[src/rtl/gray_pkg.sv]
// Shared gray-pointer helpers and receiver FSM states.
// Functions operate on a PTR_MAX_W-wide zero-extended value; callers truncate to their width.
package gray_pkg;

    localparam int PTR_MAX_W = 32;

    typedef enum logic [1:0] {
        ST_IDLE   = 2'd0,
        ST_RESYNC = 2'd1,
        ST_TRACK  = 2'd2
    } state_t;

    // Zero upper bits decode to zero, so one wide decoder serves every N.
    function automatic logic [PTR_MAX_W-1:0] gray2bin(input logic [PTR_MAX_W-1:0] g);
        logic [PTR_MAX_W-1:0] b;
        b[PTR_MAX_W-1] = g[PTR_MAX_W-1];
        for (int i = PTR_MAX_W - 2; i >= 0; i--) begin
            b[i] = b[i+1] ^ g[i];
        end
        return b;
    endfunction

    function automatic logic [PTR_MAX_W-1:0] bin2gray(input logic [PTR_MAX_W-1:0] b);
        return b ^ (b >> 1);
    endfunction

    function automatic int popcount(input logic [PTR_MAX_W-1:0] v);
        int cnt;
        cnt = 0;
        for (int i = 0; i < PTR_MAX_W; i++) begin
            cnt = cnt + int'(v[i]);
        end
        return cnt;
    endfunction

endpackage

[src/rtl/gray_ptr_receiver_if.sv]
// Pointer input and decoded-pointer output bundle of the gray pointer receiver.
// master = pointer source / monitor side, slave = receiver.
interface gray_ptr_receiver_if #(
  parameter int N = 8
);
  logic [N-1:0] gray_in;
  logic         en;
  logic         err_clr;
  logic [N-1:0] bin_out;
  logic         bin_valid;
  logic [N-1:0] delta;
  logic         gray_err;
  logic         err_sticky;

  modport master (
    output gray_in, en, err_clr,
    input  bin_out, bin_valid, delta, gray_err, err_sticky
  );

  modport slave (
    input  gray_in, en, err_clr,
    output bin_out, bin_valid, delta, gray_err, err_sticky
  );
endinterface

[src/rtl/gray_sync.sv]
// N-bit multi-flop synchroniser for a foreign-domain gray pointer.
// Latency SYNC_STAGES clk edges; no backpressure.
module gray_sync #(
  parameter int N           = 8,
  parameter int SYNC_STAGES = 2
) (
  input  logic         clk,
  input  logic         rst,
  input  logic [N-1:0] d,
  output logic [N-1:0] q
);
  logic [N-1:0] stage [SYNC_STAGES];

  always_ff @(posedge clk) begin
    if (rst) begin
      for (int i = 0; i < SYNC_STAGES; i++) begin
        stage[i] <= '0;
      end
    end else begin
      stage[0] <= d;
      for (int i = 1; i < SYNC_STAGES; i++) begin
        stage[i] <= stage[i-1];
      end
    end
  end

  assign q = stage[SYNC_STAGES-1];
endmodule

[src/rtl/gray_ptr_receiver.sv]
// Synchronises and decodes a gray pointer, reports step size and flags multi-bit jumps.
// Latency SYNC_STAGES+1 clk edges from first sample to bin_valid; no backpressure (en only gates tracking).
module gray_ptr_receiver
  import gray_pkg::*;
#(
  parameter int N           = 8,
  parameter int SYNC_STAGES = 2
) (
  input logic               clk,
  input logic               rst,
  gray_ptr_receiver_if.slave p
);
  logic [N-1:0] gs;
  logic [N-1:0] b;
  logic [N-1:0] prev_gray;
  logic [N-1:0] bin_r;
  logic [N-1:0] delta_r;
  logic         valid_r;
  logic         err_r;
  logic         sticky_r;
  state_t       state;
  state_t       state_nxt;
  logic         capture;
  logic         check;
  logic         hamm_err;

  gray_sync #(
    .N           (N),
    .SYNC_STAGES (SYNC_STAGES)
  ) u_sync (
    .clk (clk),
    .rst (rst),
    .d   (p.gray_in),
    .q   (gs)
  );

  assign b        = N'(gray2bin(PTR_MAX_W'(gs)));
  assign hamm_err = check && (popcount(PTR_MAX_W'(gs ^ prev_gray)) > 1);

  always_ff @(posedge clk) begin
    if (rst) begin
      state <= ST_IDLE;
    end else begin
      state <= state_nxt;
    end
  end

  // RESYNC captures without a Hamming check: prev_gray is stale after idle/reset.
  always_comb begin
    state_nxt = state;
    capture   = 1'b0;
    check     = 1'b0;
    unique case (state)
      ST_IDLE: begin
        if (p.en) state_nxt = ST_RESYNC;
      end
      ST_RESYNC: begin
        capture   = 1'b1;
        state_nxt = p.en ? ST_TRACK : ST_IDLE;
      end
      ST_TRACK: begin
        if (!p.en) begin
          state_nxt = ST_IDLE;
        end else if (gs != prev_gray) begin
          capture = 1'b1;
          check   = 1'b1;
        end
      end
      default: state_nxt = ST_IDLE;
    endcase
  end

  always_ff @(posedge clk) begin
    if (rst) begin
      bin_r     <= '0;
      delta_r   <= '0;
      prev_gray <= '0;
      valid_r   <= 1'b0;
      err_r     <= 1'b0;
      sticky_r  <= 1'b0;
    end else begin
      valid_r  <= capture;
      err_r    <= hamm_err;
      sticky_r <= hamm_err | (sticky_r & ~p.err_clr);
      if (capture) begin
        bin_r     <= b;
        delta_r   <= b - bin_r;
        prev_gray <= gs;
      end
    end
  end

  assign p.bin_out    = bin_r;
  assign p.delta      = delta_r;
  assign p.bin_valid  = valid_r;
  assign p.gray_err   = err_r;
  assign p.err_sticky = sticky_r;
endmodule
[src/flat_wrapper.sv]
// flat-port wrapper written by rule: the top's interface ports become plain ports
module gray_ptr_receiver_flat import gray_pkg::*;
#(
  parameter int N           = 8,
  parameter int SYNC_STAGES = 2
)
  (clk, rst, p_gray_in, p_en, p_err_clr, p_bin_out, p_bin_valid, p_delta, p_gray_err, p_err_sticky);
  gray_ptr_receiver_if #(.N(N)) p_i ();
  input logic clk;
  input logic rst;
  input wire logic [$bits(p_i.gray_in)-1:0] p_gray_in;
  input wire logic [$bits(p_i.en)-1:0] p_en;
  input wire logic [$bits(p_i.err_clr)-1:0] p_err_clr;
  output wire logic [$bits(p_i.bin_out)-1:0] p_bin_out;
  output wire logic [$bits(p_i.bin_valid)-1:0] p_bin_valid;
  output wire logic [$bits(p_i.delta)-1:0] p_delta;
  output wire logic [$bits(p_i.gray_err)-1:0] p_gray_err;
  output wire logic [$bits(p_i.err_sticky)-1:0] p_err_sticky;
  assign p_i.gray_in = p_gray_in;
  assign p_i.en = p_en;
  assign p_i.err_clr = p_err_clr;
  assign p_bin_out = p_i.bin_out;
  assign p_bin_valid = p_i.bin_valid;
  assign p_delta = p_i.delta;
  assign p_gray_err = p_i.gray_err;
  assign p_err_sticky = p_i.err_sticky;
  gray_ptr_receiver #(.N(N), .SYNC_STAGES(SYNC_STAGES)) u_core (.clk(clk), .rst(rst), .p(p_i));
endmodule
[config.mk]
export PLATFORM = sky130hd
export DESIGN_NAME = gray_ptr_receiver_flat
export DESIGN_NICKNAME = d
export VERILOG_FILES = /design/src/rtl/gray_pkg.sv /design/src/rtl/gray_ptr_receiver_if.sv /design/src/rtl/gray_sync.sv /design/src/rtl/gray_ptr_receiver.sv /design/src/flat_wrapper.sv
export SDC_FILE = /design/constraint.sdc
export NUM_CORES = 1
export LEC_CHECK = 0
export CORE_ASPECT_RATIO = 2
export CORE_UTILIZATION = 30
export CTS_CLUSTER_DIAMETER = 150
export DETAILED_ROUTE_END_ITERATION = 10
export PLACE_DENSITY_LB_ADDON = 0.08
export REMOVE_ABC_BUFFERS = 1
export SYNTH_ARGS = -nofsm -noshare
export SYNTH_HDL_FRONTEND = slang
export SYNTH_SLANG_ARGS = --single-unit
export TNS_END_PERCENT = 20
[constraint.sdc]
create_clock -name clk -period 4 [get_ports clk]
set_input_delay 0.8 -clock clk [delete_from_list [all_inputs] [get_ports clk]]
set_output_delay 0.8 -clock clk [all_outputs]
set_load 0.1 [all_outputs]
==> results.sh <==
export IMPL_port_buffers=30
export IMPL_final_util_pct=39.3
export IMPL_met1_length_um=1690
export IMPL_r2r_start="u_core.u_sync.stage[0][9]$_SDFF_PP0_"
export IMPL_drt_pre_antenna_iters=3
export IMPL_routabilityCongestion=0.696
export IMPL_whs_path_depth=1
export IMPL_syn_avg_cell_area_um2=9.99
export IMPL_min_from="u_core.u_sync.stage[0][2]$_SDFF_PP0_"
export IMPL_rrSetupSlack_ns=0.27
export IMPL_syn_inst=217
export IMPL_worstPathMaxFanout=3
export IMPL_final_layout_size_suffix_gt1_share_pct=6.88
export IMPL_fin_crit_ns=3.73
export IMPL_grt_max_degree=49
export IMPL_fin_nets=277
export IMPL_ioPinCount=31
export IMPL_synth_most_common_cell="dfxtp_1"
export IMPL_routedWlPerCell_um=12.7
export IMPL_grt_pass1_wl_um=7220
export IMPL_yosys_area_top_type_share_pct=40.6
export IMPL_cts_buffers_inserted=5
export IMPL_cts_max_level=2
export IMPL_grt_overflow_total=0
export IMPL_grtUsageTotal_pct=12.4
export IMPL_wl_met3_um=112
export IMPL_drcViolationCount=0
export IMPL_relSlewSlack_pct=35.0
export IMPL_crit_type="reg2reg"
export IMPL_cts_sinks=44
export IMPL_antenna_cells=0
export IMPL_cts_max_path_buffers=2
export IMPL_fillers=690
export IMPL_yosys_most_used_dff="dfxtp_1"
export IMPL_num_rows=43
export IMPL_ys_top_cells_by_area="dfxtp_1 41%, ha_1 8.1%, mux2i_1 7.9%, nor2b_1 5.8%, fa_1 4.6%"
export IMPL_worstReg2RegEnd="u_core.p.err_sticky$_SDFF_PP0_"
export IMPL_startpoint_type="register"
export IMPL_die_y_um=122
export IMPL_finalSetupViolCount=0
export IMPL_dieArea_mm2=0.00759
export IMPL_route_vias_total=1502
export IMPL_hp_class="reg2reg"
export IMPL_yosysWarnings=0
export IMPL_wl_um=4290
export IMPL_leakage_nw=1.09
export IMPL_synth_largest_area_cell="dfxtp_1"
export IMPL_synth_edf_count=0
export IMPL_dp_hpwl_um=3050
export IMPL_cts_root_buf="clkbuf_16"
export IMPL_top_layer_used="met4"
export IMPL_worst_pin_slew_ns=0.972
export IMPL_coreArea_mm2=0.00694
export IMPL_critPathRequiredTime_ns=4.18
export IMPL_cts_setup_buffers=0
export IMPL_final_antenna_net_count=0
export IMPL_rr_worst_depth=13
export IMPL_synthDistinctLibCells=40
export IMPL_finalNonFillerCells=337
export IMPL_critPathCaptureType="register"
export IMPL_grt_pass1_vias=1562
export IMPL_peakVddDrop_mv=0.240
export IMPL_fp_dieW_um=62.1
export IMPL_wl_met2_um=2380
export IMPL_async_flop_share_pct=0
export IMPL_start_util_pct=31.2
export IMPL_antenna_found_initial=0
export IMPL_fin_setup_tns_ns=0
export IMPL_crit_arrival_ns=3.91
export IMPL_cts_tree="built"
export IMPL_hold_viol=0
export IMPL_post_cts_resized=0
export IMPL_ys_ff_latch=44
export IMPL_synth_common_cells="44 x dfxtp_1, 25 x nor2_1, 21 x inv_1"
export IMPL_maxSlewViolCount=0
export IMPL_hold_end="u_core.u_sync.stage[0][10]$_SDFF_PP0_"
export IMPL_fmax_mhz=268
export IMPL_hold_buffers=0
export IMPL_worst_setup_hold_path_clk_slew_ns=0.06
export IMPL_place_inst=329
export IMPL_status="complete, no violations"
export IMPL_powerDensity_mw_per_mm2=455
export IMPL_dr_first_iter_drc_count=19
export IMPL_viasPerCell=4.46
export IMPL_clkLatencyLatePin_ns=0.29
export IMPL_rsz0062_at_grt="false"
export IMPL_cap_violations=0
export IMPL_finalClockSkew_ns=0.00674
export IMPL_area_growth_pct=25.8
export IMPL_yosysSeqAreaShare_pct=40.6
export IMPL_fin_crit_sh_pct=93.2
export IMPL_synth_area_mm2=0.00217
-- logic make-up after synthesis --
logic type | share of synthesized area [%]
AND/OR/NAND/NOR | 15.1
flip-flops | 40.6
buffers and inverters | 5.49
AO/OA/AOI/OAI | 8.20
adder cells (fa/ha/maj) | 12.7
XOR/XNOR | 9.99
multiplexers | 7.85
-- final cells by class --
| class | count | area, um2 | area share (%) |
|---|---|---|---|
| clock inverter | 1 | 30.0 | 1.10 |
| sequential | 44 | 881 | 32.3 |
| clock buffer | 7 | 153 | 5.60 |
| inverter | 21 | 78.8 | 2.89 |
| tap | 90 | 113 | 4.13 |
| timing repair buffer | 31 | 303 | 11.1 |
| multi-input combinational | 143 | 1170 | 42.9 |
-- worst max-delay path by stage --
stage	depth (start not counted)	from	endpoint	slack, ns
final	13	u_core.u_sync.stage[0][9]$_SDFF_PP0_	u_core.p.err_sticky$_SDFF_PP0_	0.27
after global routing	13	u_core.u_sync.stage[0][9]$_SDFF_PP0_	u_core.p.err_sticky$_SDFF_PP0_	0.06
after CTS	13	u_core.u_sync.stage[0][9]$_SDFF_PP0_	u_core.p.err_sticky$_SDFF_PP0_	0.22
after detailed placement	13	u_core.u_sync.stage[0][9]$_SDFF_PP0_	u_core.p.err_sticky$_SDFF_PP0_	0.24
after global placement	12	u_core.u_sync.stage[0][9]$_SDFF_PP0_	u_core.p.err_sticky$_SDFF_PP0_	0.24
after floorplan	13	u_core.u_sync.stage[0][9]$_SDFF_PP0_	u_core.p.err_sticky$_SDFF_PP0_	0.51
-- flip-flops by register name (all words and copies together) (netlist names) --
| name | count |
|---|---|
| u_core.u_sync.stage | 16 |
| u_core.p.err_sticky | 1 |
| u_core.state | 2 |
| u_core.p.delta | 8 |
| u_core.p.bin_out | 8 |
| u_core.p.gray_err | 1 |
| u_core.p.bin_valid | 1 |
| u_core.prev_gray | 7 |
-- worst max-delay path: stages, from the launching register on --
cell and delay, ns:
dfxtp_1 0.43, xor2_1 0.21, inv_1 0.06, ha_1 0.28
fa_1 0.48, inv_1 0.05, fa_1 0.47, inv_1 0.05
fa_1 0.44, fa_1 0.39, or2_2 0.31, a21oi_1 0.15
a2111oi_1 0.08, a21o_1 0.20
-- layout by cell type, fill, tap and decap left out, types with 2 or more instances in the layout --
master / n
a211oi_1: 3
a21o_1: 2
a21oi_1: 7
clkbuf_16: 5
clkbuf_8: 2
clkdlybuf4s50_1: 29
dfxtp_1: 44
fa_1: 5
ha_1: 14
inv_1: 21
mux2i_1: 17
nand2_1: 4
nor2_1: 25
nor2b_1: 20
nor4_1: 2
o21ai_0: 5
or4_1: 3
xnor2_1: 5
xor2_1: 9
xor3_2: 2
-- per-stage QoR --
stage	setup slack [ns]	cell area, um2	total power [W]	hold WS [ns]
global placement	0.237	2540	0.000758	0.417
finish	0.271	2730	0.00124	0.439
floorplan	0.511	2130	0.000682	0.414
CTS	0.217	2730	0.00127	0.443
detailed placement	0.238	2540	0.000758	0.428
global route	0.0577	2730	0.00131	0.463
-- layer usage --
| layer | global-route usage, % | vias up |
|---|---|---|
| li1 | - | 770 |
| met3 | 2.43 | 7 |
| met5 | 0 | - |
| met4 | 6.98 | 0 |
| met2 | 23.7 | 21 |
| met1 | 12.4 | 704 |
-- report_power, final --
group | switching, W | internal, W | leakage (nW)
registers | 0.0000120 | 0.000456 | 0.359
logic | 0.000170 | 0.000107 | 0.642
clock network | 0.000166 | 0.000329 | 0.0901
total | 0.000348 | 0.000892 | 1.09
Note: power is estimated with default switching activity, not from simulation.
